[src/rtl/alpha_apply.sv]
// alpha_apply: applies a per-block quantized alpha to a stream of xhat samples, pred = xmean + alpha*(xhat - xhatmean).
// Optional saturation of the result: define ALPHA_APPLY_CLAMP_EN (default build wraps modulo 2**DATA_WIDTH).
//
//   state      | meaning
//   -----------+------------------------------------------------------------
//   ST_LOAD    | waiting for the joined alpha/xmean/xhatmean handshake
//   ST_STREAM  | accepting the 2**BLOCK_SIZE_LOG xhat samples of the block
module alpha_apply #(
    parameter int DATA_WIDTH     = 16,
    parameter int BLOCK_SIZE_LOG = 8,
    parameter int ALPHA_WIDTH    = 10
) (
    input  logic                   clk,
    input  logic                   rst,
    input  logic                   alpha_valid,
    output logic                   alpha_ready,
    input  logic [ALPHA_WIDTH-1:0] alpha_data,
    input  logic                   xmean_valid,
    output logic                   xmean_ready,
    input  logic [DATA_WIDTH-1:0]  xmean_data,
    input  logic                   xhatmean_valid,
    output logic                   xhatmean_ready,
    input  logic [DATA_WIDTH-1:0]  xhatmean_data,
    input  logic                   xhat_valid,
    output logic                   xhat_ready,
    input  logic [DATA_WIDTH-1:0]  xhat_data,
    output logic                   pred_valid,
    input  logic                   pred_ready,
    output logic [DATA_WIDTH-1:0]  pred_data
);

    localparam int DW = DATA_WIDTH;
    localparam int AW = ALPHA_WIDTH;
    localparam int BL = BLOCK_SIZE_LOG;
    localparam int PW = DW + AW + 2;
`ifdef ALPHA_APPLY_CLAMP_EN
    localparam int SW = PW + 1;
`else
    localparam int SW = DW;
`endif

    localparam logic [0:0] ST_LOAD   = 1'b0;
    localparam logic [0:0] ST_STREAM = 1'b1;

    localparam logic [BL-1:0]        CNT_LAST = '1;
    localparam logic signed [PW-1:0] RND_HALF = PW'(2 ** (AW - 2));

    logic [0:0]             state_q, state_d;
    logic [BL-1:0]          cnt_q, cnt_d;
    logic [AW-1:0]          alpha_q, alpha_d;
    logic [DW-1:0]          xmean_q, xmean_d;
    logic [DW-1:0]          xhatmean_q, xhatmean_d;

    logic                   s1_valid_q, s1_valid_d;
    logic signed [DW:0]     s1_diff_q, s1_diff_d;
    logic [AW-1:0]          s1_alpha_q, s1_alpha_d;
    logic [DW-1:0]          s1_xmean_q, s1_xmean_d;

    logic                   s2_valid_q, s2_valid_d;
    logic [DW-1:0]          s2_pred_q, s2_pred_d;

    logic                   load_fire;
    logic                   xhat_fire;
    logic                   s1_adv;
    logic                   s2_adv;

    logic signed [PW-1:0]   prod;
    logic signed [PW-1:0]   prod_rnd;
    logic signed [PW-1:0]   scaled;
    logic signed [SW-1:0]   sum;
    logic [DW-1:0]          pred_res;

    // Gated by rst so the readies read as zero for the whole reset window.
    assign load_fire      = !rst && (state_q == ST_LOAD) && alpha_valid && xmean_valid && xhatmean_valid;
    assign alpha_ready    = load_fire;
    assign xmean_ready    = load_fire;
    assign xhatmean_ready = load_fire;

    assign s2_adv     = !s2_valid_q || pred_ready;
    assign s1_adv     = !s1_valid_q || s2_adv;
    assign xhat_ready = (state_q == ST_STREAM) && s1_adv;
    assign xhat_fire  = xhat_valid && xhat_ready;

    assign pred_valid = s2_valid_q;
    assign pred_data  = s2_pred_q;

    always_comb begin
        state_d    = state_q;
        cnt_d      = cnt_q;
        alpha_d    = alpha_q;
        xmean_d    = xmean_q;
        xhatmean_d = xhatmean_q;
        case (state_q)
            ST_LOAD: begin
                if (load_fire) begin
                    alpha_d    = alpha_data;
                    xmean_d    = xmean_data;
                    xhatmean_d = xhatmean_data;
                    cnt_d      = '0;
                    state_d    = ST_STREAM;
                end
            end
            ST_STREAM: begin
                if (xhat_fire) begin
                    if (cnt_q == CNT_LAST) begin
                        cnt_d   = '0;
                        state_d = ST_LOAD;
                    end else begin
                        cnt_d = cnt_q + BL'(1);
                    end
                end
            end
            default: state_d = ST_LOAD;
        endcase
    end

    // Stage 1 takes its own copy of alpha/xmean so a following LOAD cannot disturb it.
    always_comb begin
        s1_valid_d = s1_valid_q;
        s1_diff_d  = s1_diff_q;
        s1_alpha_d = s1_alpha_q;
        s1_xmean_d = s1_xmean_q;
        if (s1_adv) begin
            s1_valid_d = xhat_fire;
            if (xhat_fire) begin
                s1_diff_d  = $signed({1'b0, xhat_data}) - $signed({1'b0, xhatmean_q});
                s1_alpha_d = alpha_q;
                s1_xmean_d = xmean_q;
            end
        end
    end

    always_comb begin
        prod     = PW'(s1_diff_q) * PW'($signed({1'b0, s1_alpha_q}));
        prod_rnd = prod + RND_HALF;
        scaled   = prod_rnd >>> (AW - 1);
        sum      = $signed(SW'(scaled) + SW'({1'b0, s1_xmean_q}));
`ifdef ALPHA_APPLY_CLAMP_EN
        if (sum[SW-1]) begin
            pred_res = '0;
        end else if (|sum[SW-2:DW]) begin
            pred_res = '1;
        end else begin
            pred_res = sum[DW-1:0];
        end
`else
        pred_res = sum;
`endif
    end

    always_comb begin
        s2_valid_d = s2_valid_q;
        s2_pred_d  = s2_pred_q;
        if (s2_adv) begin
            s2_valid_d = s1_valid_q;
            if (s1_valid_q) begin
                s2_pred_d = pred_res;
            end
        end
    end

    always_ff @(posedge clk or posedge rst) begin
        if (rst) begin
            state_q    <= ST_LOAD;
            cnt_q      <= '0;
            alpha_q    <= '0;
            xmean_q    <= '0;
            xhatmean_q <= '0;
            s1_valid_q <= 1'b0;
            s1_diff_q  <= '0;
            s1_alpha_q <= '0;
            s1_xmean_q <= '0;
            s2_valid_q <= 1'b0;
            s2_pred_q  <= '0;
        end else begin
            state_q    <= state_d;
            cnt_q      <= cnt_d;
            alpha_q    <= alpha_d;
            xmean_q    <= xmean_d;
            xhatmean_q <= xhatmean_d;
            s1_valid_q <= s1_valid_d;
            s1_diff_q  <= s1_diff_d;
            s1_alpha_q <= s1_alpha_d;
            s1_xmean_q <= s1_xmean_d;
            s2_valid_q <= s2_valid_d;
            s2_pred_q  <= s2_pred_d;
        end
    end

endmodule

[config.mk]
export PLATFORM = sky130hd
export DESIGN_NAME = alpha_apply
export DESIGN_NICKNAME = d
export VERILOG_FILES = /design/src/rtl/alpha_apply.sv
export SDC_FILE = /design/constraint.sdc
export NUM_CORES = 1
export LEC_CHECK = 0
export ABC_AREA = 1
export CAP_MARGIN = 10
export CORE_UTILIZATION = 55
export CTS_CLUSTER_SIZE = 14
export DETAILED_ROUTE_END_ITERATION = 16
export GPL_TIMING_DRIVEN = 0
export PLACE_DENSITY = 0.75
export SLEW_MARGIN = 20
export SYNTH_ARGS = -nofsm -noshare
export SYNTH_HDL_FRONTEND = slang
export SYNTH_SLANG_ARGS = --single-unit
export TNS_END_PERCENT = 5
[constraint.sdc]
create_clock -name clk -period 12.6 [get_ports clk]
set_clock_uncertainty 0.05 [all_clocks]
set_input_delay 1.89 -clock clk [delete_from_list [all_inputs] [get_ports clk]]
set_output_delay 1.89 -clock clk [all_outputs]
set_load 0.02 [all_outputs]
* Word-level counts from Yosys, hierarchy flattened
Cells that the tools add are included.
Storage, ports and cells: word-level logic and storage cells 43, output and inout port bits 21, input port bits 65, register bits 112
Cells by class: eq/ne operators 3, reduce and logical (&&, ||, !) cells 15, add/subtract/negate cells 4, multiplexer cells 8, $mul 1, bitwise gates (word level) 1
Operator list (count):
- 25-bit by 10-bit adder with 25-bit output (second input constant) | 1
- 17-bit by 11-bit multiplier with 25-bit output | 1
- 8-bit 2-to-1 mux | 3
- 16-bit by 16-bit subtractor with 17-bit output | 1
- 16-bit adder | 1
- 8-bit one-hot mux with 2 select lines | 1
- 8-bit by 1-bit adder with 8-bit output (second input constant) | 1
- 8-bit == test (second input constant) | 1
- 2-bit AND reduction | 4
- 1-bit logical AND | 6
- 1-bit logical NOT | 3
- 1-bit 2-to-1 mux | 3
- 1-bit logical OR | 2
- 2-bit by 1-bit != test with 1-bit output (second input constant) | 1
- 2-bit != test (second input constant) | 1
- 1-bit one-hot mux with 2 select lines | 1
- 1-bit inverter | 1

* Depth between registers and ports, before layout
depth after elaboration 7, gate-level depth with buffers 35, mapped depth without buffers 33

* Worst setup path after synthesis
Ideal clock, no wire load.
kind register to register, from register s1_alpha_q[7], to register s2_pred_q[15] (netlist: pred_data[15]), data arrival time 5.926 ns, cell stages (with the launch flop) 30, setup time 0.117 ns, required time 12.433 ns, setup slack 6.507 ns, clock period less this slack 6.093 ns, buffers on the path 2, cell sequence dfrtp_1 clkbuf_1 clkbuf_1 nand2_1 fa_1 inv_1 fa_1 fa_1 fa_1 inv_1 fa_1 inv_1 ha_1 a21oi_1 o21ai_0 a21oi_1 nand2_1 nand3_1 nand2_1 xor2_1 ha_1 inv_2 nor3_2 nand3_1 nand3_2 nand2_2 o21bai_2 nand3_1 nand3_1 nand2_1
On the way: word-level cells in the longest chain between the ends 3
Ends and longest elaborated chain:
- from (decl) | line 56 | logic [AW-1:0] s1_alpha_q, s1_alpha_d;
- from (signal assigned) | line 183 | s1_alpha_q <= s1_alpha_d;
- 17-bit by 11-bit multiplier with 25-bit output | line 134 | prod = PW'(s1_diff_q) * PW'($signed({1'b0, s1_alpha_q}));
- 25-bit by 10-bit adder with 25-bit output | line 135 | prod_rnd = prod + RND_HALF;
- 16-bit adder | line 137 | sum = $signed(SW'(scaled) + SW'({1'b0, s1_xmean_q}));
- to (signal assigned) | line 186 | s2_pred_q <= s2_pred_d;
- to (decl) | line 60 | logic [DW-1:0] s2_pred_q, s2_pred_d;
Every way passes these cells. A chain may end at the register's enable or synchronous reset.

* Final worst setup path
from register s1_alpha_q[5], to register s2_pred_q[10] (netlist: pred_data[10])
Same word-level chain as after synthesis.

==> impl_metrics.csv <==
group,metric,value,unit
outcome,status,"complete, no violations",
timing,fmax,0.1322,GHz
die,io_pins,86,
grt,grt_max_degree,59,
clock_network,clockBufferDepth,2,
clock_network,cts_tree,"done",
die,die_w,151.3,µm
timing,tightest_slew,0.7106,ns
worst_setup_path,crit_family,"adder cells",
worst_setup_path,r2r_cells,27,
worst_setup_path,cp_common_cell,"nand2_1",
timing,drv_slew,0,
synth,ys_types,48,
worst_setup_path,cp_num_buf_inv,6,
timing,finalCritPeriodShare,60.05,%
placed_design,gp_congestion,0.9100,
clock_network,cts_setup_buffers,0,
clock_network,cts_resized,0,
synth,synth-seq-area-share,22.86,%
worst_setup_path,cp.required,12.79,ns
worst_setup_path,worstReg2RegStart,"s1_alpha_q[5]$_DFFE_PP0P_",
timing,min_period,7.566,ns
synth,synth_fp_nets,1907,
cells_and_area,area_growth,12.49,%
synth,syn_area,12260,µm²
clock_network,cts_hold_buf,0,
die,dieHeight,151.3,µm
cells_and_area,fin_cells,1985,
cells_and_area,diodes,0,
timing,slew-limit-headroom,52.29,%
synth,avgSynthCellArea,7.647,µm²
routing,drt_iter0_drc,581,
die,start_util,56.17,%
worst_setup_path,crit_path_end_kind,"flip-flop",
worst_setup_path,slowest_stage,"fa_1",
synth,synth_seq_cells,112,
hold_path,hold_path_class,"reg2reg",
routing,routed_via_density,5.204,
timing,setup_tns,0,ns
synth,synth_edf_count,0,
routing,post-route-drc-count,0,
clock_network,clk_latency,0.36,ns
clock_network,clk_pin_slew,0.09,ns
die,std_cell_rows,54,
worst_setup_path,crit_cells,27,
timing,rsz0062_at_grt,"false",
worst_setup_path,crit_path_start_kind,"flip-flop",
synth,synth_cells,1603,
placed_design,place_area,13490,µm²
cells_and_area,final_common_cell,"nand2_1",
worst_setup_path,cp-startpoint,"s1_alpha_q[5]$_DFFE_PP0P_",
die,core,21820,µm²
worst_setup_path,r2r-end,"pred_data[10]$_DFFE_PP0P_",
cells_and_area,fin_area,13790,µm²
routing,drt_first_pass_iters,6,
routing,via_count,10329,
grt,grt_overflow_total,0,
routing,drt-wirelength-per-cell,14.97,µm
die,dieArea,22890,µm²
placed_design,dpl.cell_count,1969,
job,drv_cap,0,
synth,yosysWarningCount,0,
cells_and_area,fill_cells,1957,
synth,ys.flop_type,"dfrtp_1",
cells_and_area,finalNetCount,2004,
synth,async_reset_ff_share,100.0,%
synth,synth_top_area_share,22.86,%
synth,synthTopCellsByArea,"dfrtp_1 (23%), fa_1 (23%), nand2_1 (15%)",
grt,track_usage,28.63,%
worst_setup_path,crit_type,"reg2reg",
grt,grt_pass1_vias,10572,
placed_design,dp_hpwl,24030,µm
clock_network,numCtsBuffers,9,
routing,wl,29720,µm
clock_network,cts_sinks,112,
cells_and_area,final_cell_mix,"nand2_1 (500), inv_1 (349), fa_1 (140)",
cells_and_area,drive_above_1_share,4.106,%
grt,grt_pass1_wl,50800,µm
routing,ant_nets,0,
worst_setup_path,crit_arrival,7.75,ns
worst_setup_path,cpPeakStageDelay,0.66,ns
clock_network,cts-root-buf,"clkbuf_16",
worst_setup_path,crit_fanout,10,
grt,grt_antenna_before_repair,0,
placed_design,port_buffers,85,
timing,hold_viol_final,0,
worst_setup_path,ff2ff_setup_slack,5.03,ns
timing,setup_viol,0,
clock_network,cts-htree-levels,3,
worst_setup_path,timing.critical_path.to,"pred_data[10]$_DFFE_PP0P_",
synth,synth_area_leader_cell,"dfrtp_1",
==> worst min path at each step <==
| stage | startpoint | endpoint | slack (ns) | cells after the start |
|---|---|---|---|---|
| after floorplan | alpha_q[9]$_DFFE_PP0P_ | s1_alpha_q[9]$_DFFE_PP0P_ | 0.39 | 2 |
| after global placement | xmean_q[2]$_DFFE_PP0P_ | s1_xmean_q[2]$_DFFE_PP0P_ | 0.41 | 2 |
| after detailed placement | xmean_q[2]$_DFFE_PP0P_ | s1_xmean_q[2]$_DFFE_PP0P_ | 0.40 | 2 |
| after CTS | xmean_q[2]$_DFFE_PP0P_ | s1_xmean_q[2]$_DFFE_PP0P_ | 0.43 | 2 |
| after global routing | xmean_q[1]$_DFFE_PP0P_ | s1_xmean_q[1]$_DFFE_PP0P_ | 0.45 | 2 |
| final | alpha_q[9]$_DFFE_PP0P_ | s1_alpha_q[9]$_DFFE_PP0P_ | 0.43 | 2 |
==> sequential cells by signal, summed over array words and instances (netlist names) <==
name	count
s1_alpha_q	10
xmean_q	16
s1_valid_q	1
alpha_q	10
state_q	1
xhatmean_q	16
s1_xmean_q	16
pred_valid	1
cnt_q	8
pred_data	16
s1_diff_q	17
==> kinds of logic after synthesis <==
logic type	Yosys count	synth area share, %
compound gates	161	7.298
xor+xnor	29	2.072
fa+ha+maj	239	32.97
buf+inv	413	13.03
flops	112	22.86
mux	2	0.1837
simple gates	647	21.58
==> per-stage QoR <==
step	hold slack, ns	util, %	worst slack (ns)
5_1_grt	0.4510	63.19	4.677
6_report	0.4253	63.19	5.034
2_1_floorplan	0.3922	-	6.507
4_1_cts	0.4264	63.19	5.198
3_5_place_dp	0.4039	61.82	5.231
3_3_place_gp	0.4075	61.67	5.265
==> tightest hold or removal path: stages, from the launching register on <==
cell	delay (ns)
dfrtp_1	0.34
nand2_1	0.06
nand2_1	0.05
==> final cells by class <==
cell class | instances | area (µm²) | share of cell area [%]
Multi-Input combinational cell | 1078 | 7858 | 56.98
Sequential cell | 112 | 2803 | 20.32
Inverter | 354 | 1334 | 9.672
Timing Repair Buffer | 86 | 878.3 | 6.370
Tap cell | 280 | 350.3 | 2.541
Buffer | 59 | 269.0 | 1.951
Clock buffer | 9 | 225.2 | 1.633
Clock inverter | 7 | 72.57 | 0.5263
==> layer usage <==
layer | share of wire [%] | GRT usage, % | wire [µm] | up-vias
met5 | 0 | 0 | 0 | -
met4 | 4.2 | 11.50 | 1244 | 0
met2 | 47 | 47.99 | 14070 | 294
met3 | 5.1 | 3.343 | 1516 | 64
li1 | - | - | - | 4989
met1 | 43 | 37.70 | 12890 | 4982
==> synth_stat cells (6+ instances only) <==
| cell | instances |
|---|---|
| nand2_1 | 500 |
| inv_1 | 350 |
| fa_1 | 140 |
| dfrtp_1 | 112 |
| ha_1 | 99 |
| o21ai_0 | 72 |
| nand3_1 | 55 |
| nor2_1 | 52 |
| a21oi_1 | 51 |
| clkbuf_1 | 43 |
| xor2_1 | 22 |
| nand2_2 | 11 |
| buf_4 | 7 |
| xnor2_1 | 7 |
| o21ai_1 | 6 |
Power is left out: the tool's default activity adds up to more than one toggle a clock period on the data nets, which glitch-free logic cannot reach.
